File: config.mk
export PLATFORM = sky130hd
export DESIGN_NAME = divider
export DESIGN_NICKNAME = d
export VERILOG_FILES = /design/src/rtl/divider.sv
export SDC_FILE = /design/constraint.sdc
export NUM_CORES = 1
export LEC_CHECK = 0
export CAP_MARGIN = 20
export CORE_AREA = 4 4 132 134
export CTS_CLUSTER_SIZE = 24
export DETAILED_ROUTE_END_ITERATION = 16
export DIE_AREA = 0 0 136 138
export PLACE_DENSITY = 0.91
export SYNTH_ARGS = -nofsm -noshare
export SYNTH_HDL_FRONTEND = slang
export SYNTH_SLANG_ARGS = --single-unit
File: constraint.sdc
create_clock -name clk_i -period 7.1 [get_ports clk_i]
set_clock_uncertainty 0.1 [all_clocks]
set_input_delay 0.71 -clock clk_i [delete_from_list [all_inputs] [get_ports clk_i]]
set_output_delay 0.71 -clock clk_i [all_outputs]
set_load 0.02 [all_outputs]
File: src/rtl/divider.sv
// Iterative restoring divider for RV32M DIV/DIVU/REM/REMU.
// One quotient bit per cycle; 32 iterations after accept, then a one-cycle DONE strobe.
module divider (
    input  logic        clk_i,
    input  logic        rst_ni,
    input  logic        opcode_valid_i,
    input  logic [31:0] opcode_opcode_i,
    input  logic [4:0]  opcode_rd_idx_i,
    input  logic [31:0] opcode_ra_operand_i,
    input  logic [31:0] opcode_rb_operand_i,
    input  logic        hold_i,
    input  logic        flush_i,
    output logic        busy_o,
    output logic        writeback_valid_o,
    output logic [4:0]  writeback_rd_idx_o,
    output logic [31:0] writeback_value_o
);

    typedef enum logic [1:0] {StIdle, StRun, StDone} state_e;

    localparam logic [31:0] DecodeMask = 32'hFE00707F;
    localparam logic [31:0] MatchDiv   = 32'h02004033;
    localparam logic [31:0] MatchDivu  = 32'h02005033;
    localparam logic [31:0] MatchRem   = 32'h02006033;
    localparam logic [31:0] MatchRemu  = 32'h02007033;

    state_e      state_q;
    logic [4:0]  cnt_q;
    logic [31:0] r_q;
    logic [31:0] q_q;
    logic [31:0] b_q;
    logic        q_neg_q;
    logic        r_neg_q;
    logic        rem_sel_q;
    logic [4:0]  rd_idx_q;

    logic [31:0] masked;
    logic        is_div;
    logic        op_signed;
    logic        accept;
    logic [31:0] abs_a;
    logic [31:0] abs_b;
    logic [32:0] trial;
    logic [31:0] quotient;
    logic [31:0] remainder;

    // Decode the opcode bundle and prepare operand magnitudes for accept.
    always_comb begin
        masked    = opcode_opcode_i & DecodeMask;
        is_div    = (masked == MatchDiv) || (masked == MatchDivu) ||
                    (masked == MatchRem) || (masked == MatchRemu);
        // funct3[0] clear selects the signed variants (DIV, REM).
        op_signed = ~opcode_opcode_i[12];
        accept    = (state_q == StIdle) && opcode_valid_i && is_div && !hold_i && !flush_i;
        abs_a     = (op_signed && opcode_ra_operand_i[31]) ? (32'd0 - opcode_ra_operand_i)
                                                           : opcode_ra_operand_i;
        abs_b     = (op_signed && opcode_rb_operand_i[31]) ? (32'd0 - opcode_rb_operand_i)
                                                           : opcode_rb_operand_i;
    end

    // Trial subtraction of the shifted partial remainder; bit 32 is the borrow.
    always_comb begin
        trial = {r_q, q_q[31]} - {1'b0, b_q};
    end

    // Control FSM and datapath: accept, iterate, complete; flush beats hold.
    always_ff @(posedge clk_i or negedge rst_ni) begin
        if (!rst_ni) begin
            state_q   <= StIdle;
            cnt_q     <= 5'd0;
            r_q       <= 32'd0;
            q_q       <= 32'd0;
            b_q       <= 32'd0;
            q_neg_q   <= 1'b0;
            r_neg_q   <= 1'b0;
            rem_sel_q <= 1'b0;
            rd_idx_q  <= 5'd0;
        end else if (flush_i) begin
            state_q <= StIdle;
        end else if (!hold_i) begin
            unique case (state_q)
                StIdle: begin
                    if (accept) begin
                        state_q   <= StRun;
                        cnt_q     <= 5'd31;
                        r_q       <= 32'd0;
                        q_q       <= abs_a;
                        b_q       <= abs_b;
                        q_neg_q   <= op_signed &&
                                     (opcode_ra_operand_i[31] ^ opcode_rb_operand_i[31]) &&
                                     (opcode_rb_operand_i != 32'd0);
                        r_neg_q   <= op_signed && opcode_ra_operand_i[31];
                        rem_sel_q <= opcode_opcode_i[13];
                        rd_idx_q  <= opcode_rd_idx_i;
                    end
                end
                StRun: begin
                    if (!trial[32]) begin
                        r_q <= trial[31:0];
                        q_q <= {q_q[30:0], 1'b1};
                    end else begin
                        r_q <= {r_q[30:0], q_q[31]};
                        q_q <= {q_q[30:0], 1'b0};
                    end
                    if (cnt_q == 5'd0) begin
                        state_q <= StDone;
                    end else begin
                        cnt_q <= cnt_q - 5'd1;
                    end
                end
                StDone: begin
                    state_q <= StIdle;
                end
                default: begin
                    state_q <= StIdle;
                end
            endcase
        end
    end

    // Sign-correct the result; outputs read as zero outside DONE.
    always_comb begin
        quotient           = q_neg_q ? (32'd0 - q_q) : q_q;
        remainder          = r_neg_q ? (32'd0 - r_q) : r_q;
        busy_o             = (state_q != StIdle);
        writeback_valid_o  = (state_q == StDone);
        writeback_rd_idx_o = writeback_valid_o ? rd_idx_q : 5'd0;
        writeback_value_o  = writeback_valid_o ? (rem_sel_q ? remainder : quotient) : 32'd0;
    end

endmodule

; After elaboration in Yosys (flattened, before gate mapping)
; Cells that the tools add are included.
[op_classes]
add_sub_neg = 6
n_lt_le_gt_ge = 0
bitwise = 4
mux = 21
div_mod_pow = 0
n_eq_ne = 11
shifts = 0
reduce_logical = 22
n_mul = 0
[ops]
columns = operator, count
row1 = 32-bit two-way mux, 9
row2 = 32-bit case mux with 2 select lines, 2
row3 = 1-bit by 32-bit subtractor with 32-bit output (first input constant), 4
row4 = 17-bit by 11-bit equality test with 1-bit output (second input constant), 4
row5 = 33-bit by 32-bit subtractor with 33-bit output, 1
row6 = 32-bit nonzero test, 1
row7 = 5-bit two-way mux, 3
row8 = 5-bit case mux with 2 select lines, 1
row9 = 1-bit logical AND, 8
row10 = 2-bit two-way mux, 4
row11 = 4-bit AND reduction, 2
row12 = 3-bit != test (second input constant), 2
row13 = 5-bit logical NOT, 1
row14 = 5-bit AND reduction, 1
row15 = 5-bit by 1-bit subtractor with 5-bit output (second input constant), 1
row16 = 2-bit != test (second input constant), 2
row17 = 2-bit case mux with 2 select lines, 1
row18 = 2-bit nonzero test, 2
row19 = 1-bit logical OR, 3
row20 = 1-bit inverter, 3
row21 = 3-bit AND reduction, 1
row22 = 2-bit by 1-bit equality test with 1-bit output (second input constant), 1
row23 = 2-bit equality test (second input constant), 1
row24 = 1-bit logical NOT, 2
row25 = other kinds (4), 4
[totals]
inputBits = 106
memories = 0
latchBits = 0
elab_cells = 73
ram_bits = 0
mem_bits_ro = 0
register_bits = 111
out_inout_bits = 39

; Longest topological paths before layout
[depth]
word_depth = 11
ltp_mapped = 14
ltp_nobuf = 12

; Least setup slack after synthesis
; No wires, ideal clock.
[synth_timing]
path_kind = flip-flop to output port
start = register r_q[6]
end = output writeback_value_o[26]
setup_slack_ps = 3203
path_buffers = 0
stages_incl_launch_ff = 10
arrival_time_ps = 3087
path_cell_list = dfrtp_1 > or4_4 > or3_4 > or3_4 > or2_4 > nand3b_4 > or2_4 > o41a_1 > xnor2_1 > o22ai_1
[synth_via]
elab_chain_len = 4
[synth_rtl]
columns = item, line_no
row1 = from (decl), 29  ; logic [31:0] r_q;
row2 = from (signal assigned), 99  ; r_q <= trial[31:0];
row3 = from (signal assigned), 102  ; r_q <= {r_q[30:0], q_q[31]};
row4 = 1-bit by 32-bit subtractor with 32-bit output, 124  ; remainder = r_neg_q ? (32'd0 - r_q) : r_q;
row5 = 32-bit two-way mux, 124
row6 = 32-bit two-way mux (2 in a row), 128  ; writeback_value_o = writeback_valid_o ? (rem_sel_q ? remainder : quotient) : 32'd0;
row7 = to (decl), 16  ; output logic [31:0] writeback_value_o
; Every way passes these cells.

; Worst setup path in the final report
[layout_timing]
start = register r_q[6]
end = output writeback_value_o[27]
; Same word-level chain as after synthesis.

==> results.py <==
metrics = {
    "final_layout": {
        "seqCellArea_um2": 2780,
        "multi_input_area_um2": 6300,
        "n_antenna_cell": 0,
        "final_common_cell": "nand2_1",
        "fin_nets": 1466,
        "syn_to_final_growth_pct": 18.5,
        "layout_common_cells": "180 x nand2_1, 162 x o21ai_0, 128 x clkdlybuf4s50_1",
        "fill_cells": 1317,
        "layout-drive-gt1-share": 0.0354,
    },
    "global_route": {
        "antenna_found_initial": 0,
        "first_global_vias": 8837,
        "grt_max_degree": 85,
        "grtUsageTotal": 0.277,
        "grt_remaining_overflow": 0,
        "grt_pass1_wl_um": 42900,
    },
    "sta": {
        "fin_tns_setup_ns": 0,
        "finalCriticalPeriod_ns": 5.02,
        "max_slew.worst_pin.slew_ns": 0.926,
        "finalSetupViolations": 0,
        "max_freq_mhz": 199,
        "finalMaxSlewViolations": 0,
        "fin_crit_sh": 0.708,
        "final-hold-violation-count": 0,
        "whs_ns": 0.135,
        "rsz0062_at_grt": "no",
        "slew_headroom": 0.377,
    },
    "synthesis": {
        "synth_ff_type": "dfrtp_1",
        "ys_seq_area_frac": 0.291,
        "yosys.area_share.simple": 0.194,
        "yosysUniqueCellTypes": 67,
        "synth_xor_xnor_area_share": 0.133,
        "yosysTopAreaCell": "dfrtp_1",
        "synth_fa_ha_area_frac": 0.0519,
        "syn_inst": 1229,
        "ys_top_cells_by_area": "dfrtp_1 29%, o21ai_0 8.5%, nand2_1 7.1%",
        "netlist.area_leader.share": 0.291,
        "ys_ff_latch": 111,
        "synth_compound_area_frac": 0.258,
        "synth_top_family_by_area": "compound AO/OA/AOI/OAI gates",
        "synthMuxAreaShare": 0.0220,
        "syn_area_um2": 9540,
        "synth-edff-count": 0,
        "async_flop_share": 1.00,
        "synth.net_count": 1374,
        "yosysWarnings": 0,
        "syn_avg_cell_area_um2": 7.76,
    },
    "drt": {
        "drtAntennaViolNets": 0,
        "drc": 0,
        "drt-initial-drc-count": 952,
        "via_per_inst": 6.17,
        "drtPass1Iterations": 5,
        "avgRoutedWirePerCell_um": 17.2,
        "vias": 9542,
        "wl_um": 26600,
    },
    "floorplan": {
        "core_um2": 16300,
        "dieArea_um2": 18800,
        "die_x_um": 136,
        "fp.dieH_um": 138,
        "start_util": 0.586,
        "ioPinCount": 145,
        "placementRows": 47,
    },
    "clock_tree": {
        "cts.clk_slew.worst_paths_ns": 0.08,
        "cts_resized": 0,
        "cts.root.buffer_cell": "clkbuf_16",
        "cts_buffers": 9,
        "cts_tree": "built",
        "cts_max_level": 3,
        "cts_hold_buf": 0,
        "cts_num_sinks": 111,
        "clk_latency_ns": 0.38,
        "clk_path_buf_depth": 2,
        "post_cts_buffers": 0,
    },
    "setup_path": {
        "critPathKind": "flip-flop to output pin",
        "r2r_start": "q_q[31]",
        "rrSetupSlack_ns": 3.42,
        "worst_r2r_endpoint": "r_q[27]",
        "cp-start-kind": "flip-flop",
        "cp.required_ns": 6.29,
        "end_kind": "output pin",
        "cp_max_fo": 5,
        "crit_arrival_ns": 4.21,
        "ff2ff_path_depth": 12,
    },
    "run_status": {
        "status": "completed",
    },
    "job": {
        "drv_cap": 0,
    },
    "placed_design": {
        "io_buffers": 129,
        "gp_congestion": 0.946,
        "dp.final_hpwl_um": 19900,
    },
    "power": {
        "ir_drop_uv": 128,
        "p_leak_uw": 0.00480,
        "power_density_nw_per_um2": 132,
        "totalPowerFinal_uw": 1490,
    },
    "hold_path": {
        "hold_class": "input pin to asynchronous set/reset pin",
    },
}
[power by group]
group,internal (uW),switching (uW)
Clock,318,263
Combinational,127,134
Sequential,638,14.8
Total,1080,412
[metal layers]
layer  vias up  global-route usage  routed length [um]
li1       4562                   -                   -
met1      4549               0.372               11100
met2       377               0.457               13000
met3        54              0.0374                1840
met4         0              0.0976                 751
met5         -                   0                   0
[worst max-delay path: stages (launching register included)]
cell and delay, ns:
dfrtp_1 0.45, or4_4 0.57, or3_4 0.35, or3_1 0.42, nor2_1 0.16, nand4b_1 0.28, o21ai_0 0.31, xor2_1 0.10
a211oi_1 0.50, clkdlybuf4s50_1 0.71
[flip-flops by register name, indices dropped and copies added, names as in the netlist]
| signal | flops |
|---|---|
| b_q | 32 |
| cnt_q | 5 |
| q_neg_q | 1 |
| q_q | 32 |
| r_neg_q | 1 |
| r_q | 32 |
| rd_idx_q | 5 |
| rem_sel_q | 1 |
| state_q | 2 |
[logic make-up after synthesis]
| logic type | after synthesis |
|---|---|
| AOI/OAI and AO/OA | 407 |
| adders and majority gates | 39 |
| muxes | 21 |
| DFF | 111 |
| buffers and inverters | 116 |
| and+or+nand+nor | 390 |
| xor gates and xnor gates | 145 |
[cells in the mapped netlist (3+ instances only)]
cell type,count
or4_1,11
nand4b_1,4
a31oi_1,6
mux2i_1,21
o21bai_1,5
o21ai_0,162
nor3b_1,4
nand3_1,13
nand2_1,180
a2111oi_0,3
o22ai_1,10
nor4b_1,4
nor2b_1,5
nor4_1,13
nor2_1,78
o221ai_1,4
nor3_1,19
xnor2_1,73
o211ai_1,10
a21oi_1,89
a21o_1,24
a211oi_1,24
xor2_1,72
a22oi_1,3
o41ai_1,16
buf_1,4
dfrtp_1,111
nand2b_1,12
nand4_1,4
inv_1,55
ha_1,38
clkbuf_1,51
and2_1,10
and3_1,3
or3_1,12
o21a_1,5
or2_2,3
o31ai_1,30
[through the flow]
step	util	setup slack [ns]	std cells	cell area, um2
6_report	0.694	2.08	1546	11300
3_5_place_dp	0.671	2.52	1528	10900
3_3_place_gp	0.671	2.58	1528	10900
4_1_cts	0.692	2.11	1544	11300
2_1_floorplan	-	3.20	1229	9540
5_1_grt	0.694	1.90	1546	11300
[how the worst max path moves through the flow]
stage	start	endpoint	slack [ns]	cells after the start
6_report	r_q[6]	writeback_value_o[27]	2.08	9
5_1_grt	r_q[6]	writeback_value_o[27]	1.90	9
4_1_cts	r_q[6]	writeback_value_o[27]	2.11	9
3_5_place_dp	r_q[6]	writeback_value_o[27]	2.52	9
3_3_place_gp	r_q[5]	writeback_value_o[27]	2.58	9
2_1_floorplan	r_q[6]	writeback_value_o[26]	3.20	9
[final cells by class]
class,count,area share
multi-input combinational,1002,0.557
sequential,111,0.246
timing repair buffer,142,0.125
tap,220,0.0243
clock buffer,9,0.0199
inverter,55,0.0183
clock inverter,7,0.00996
(Power assumes the default switching activity.)
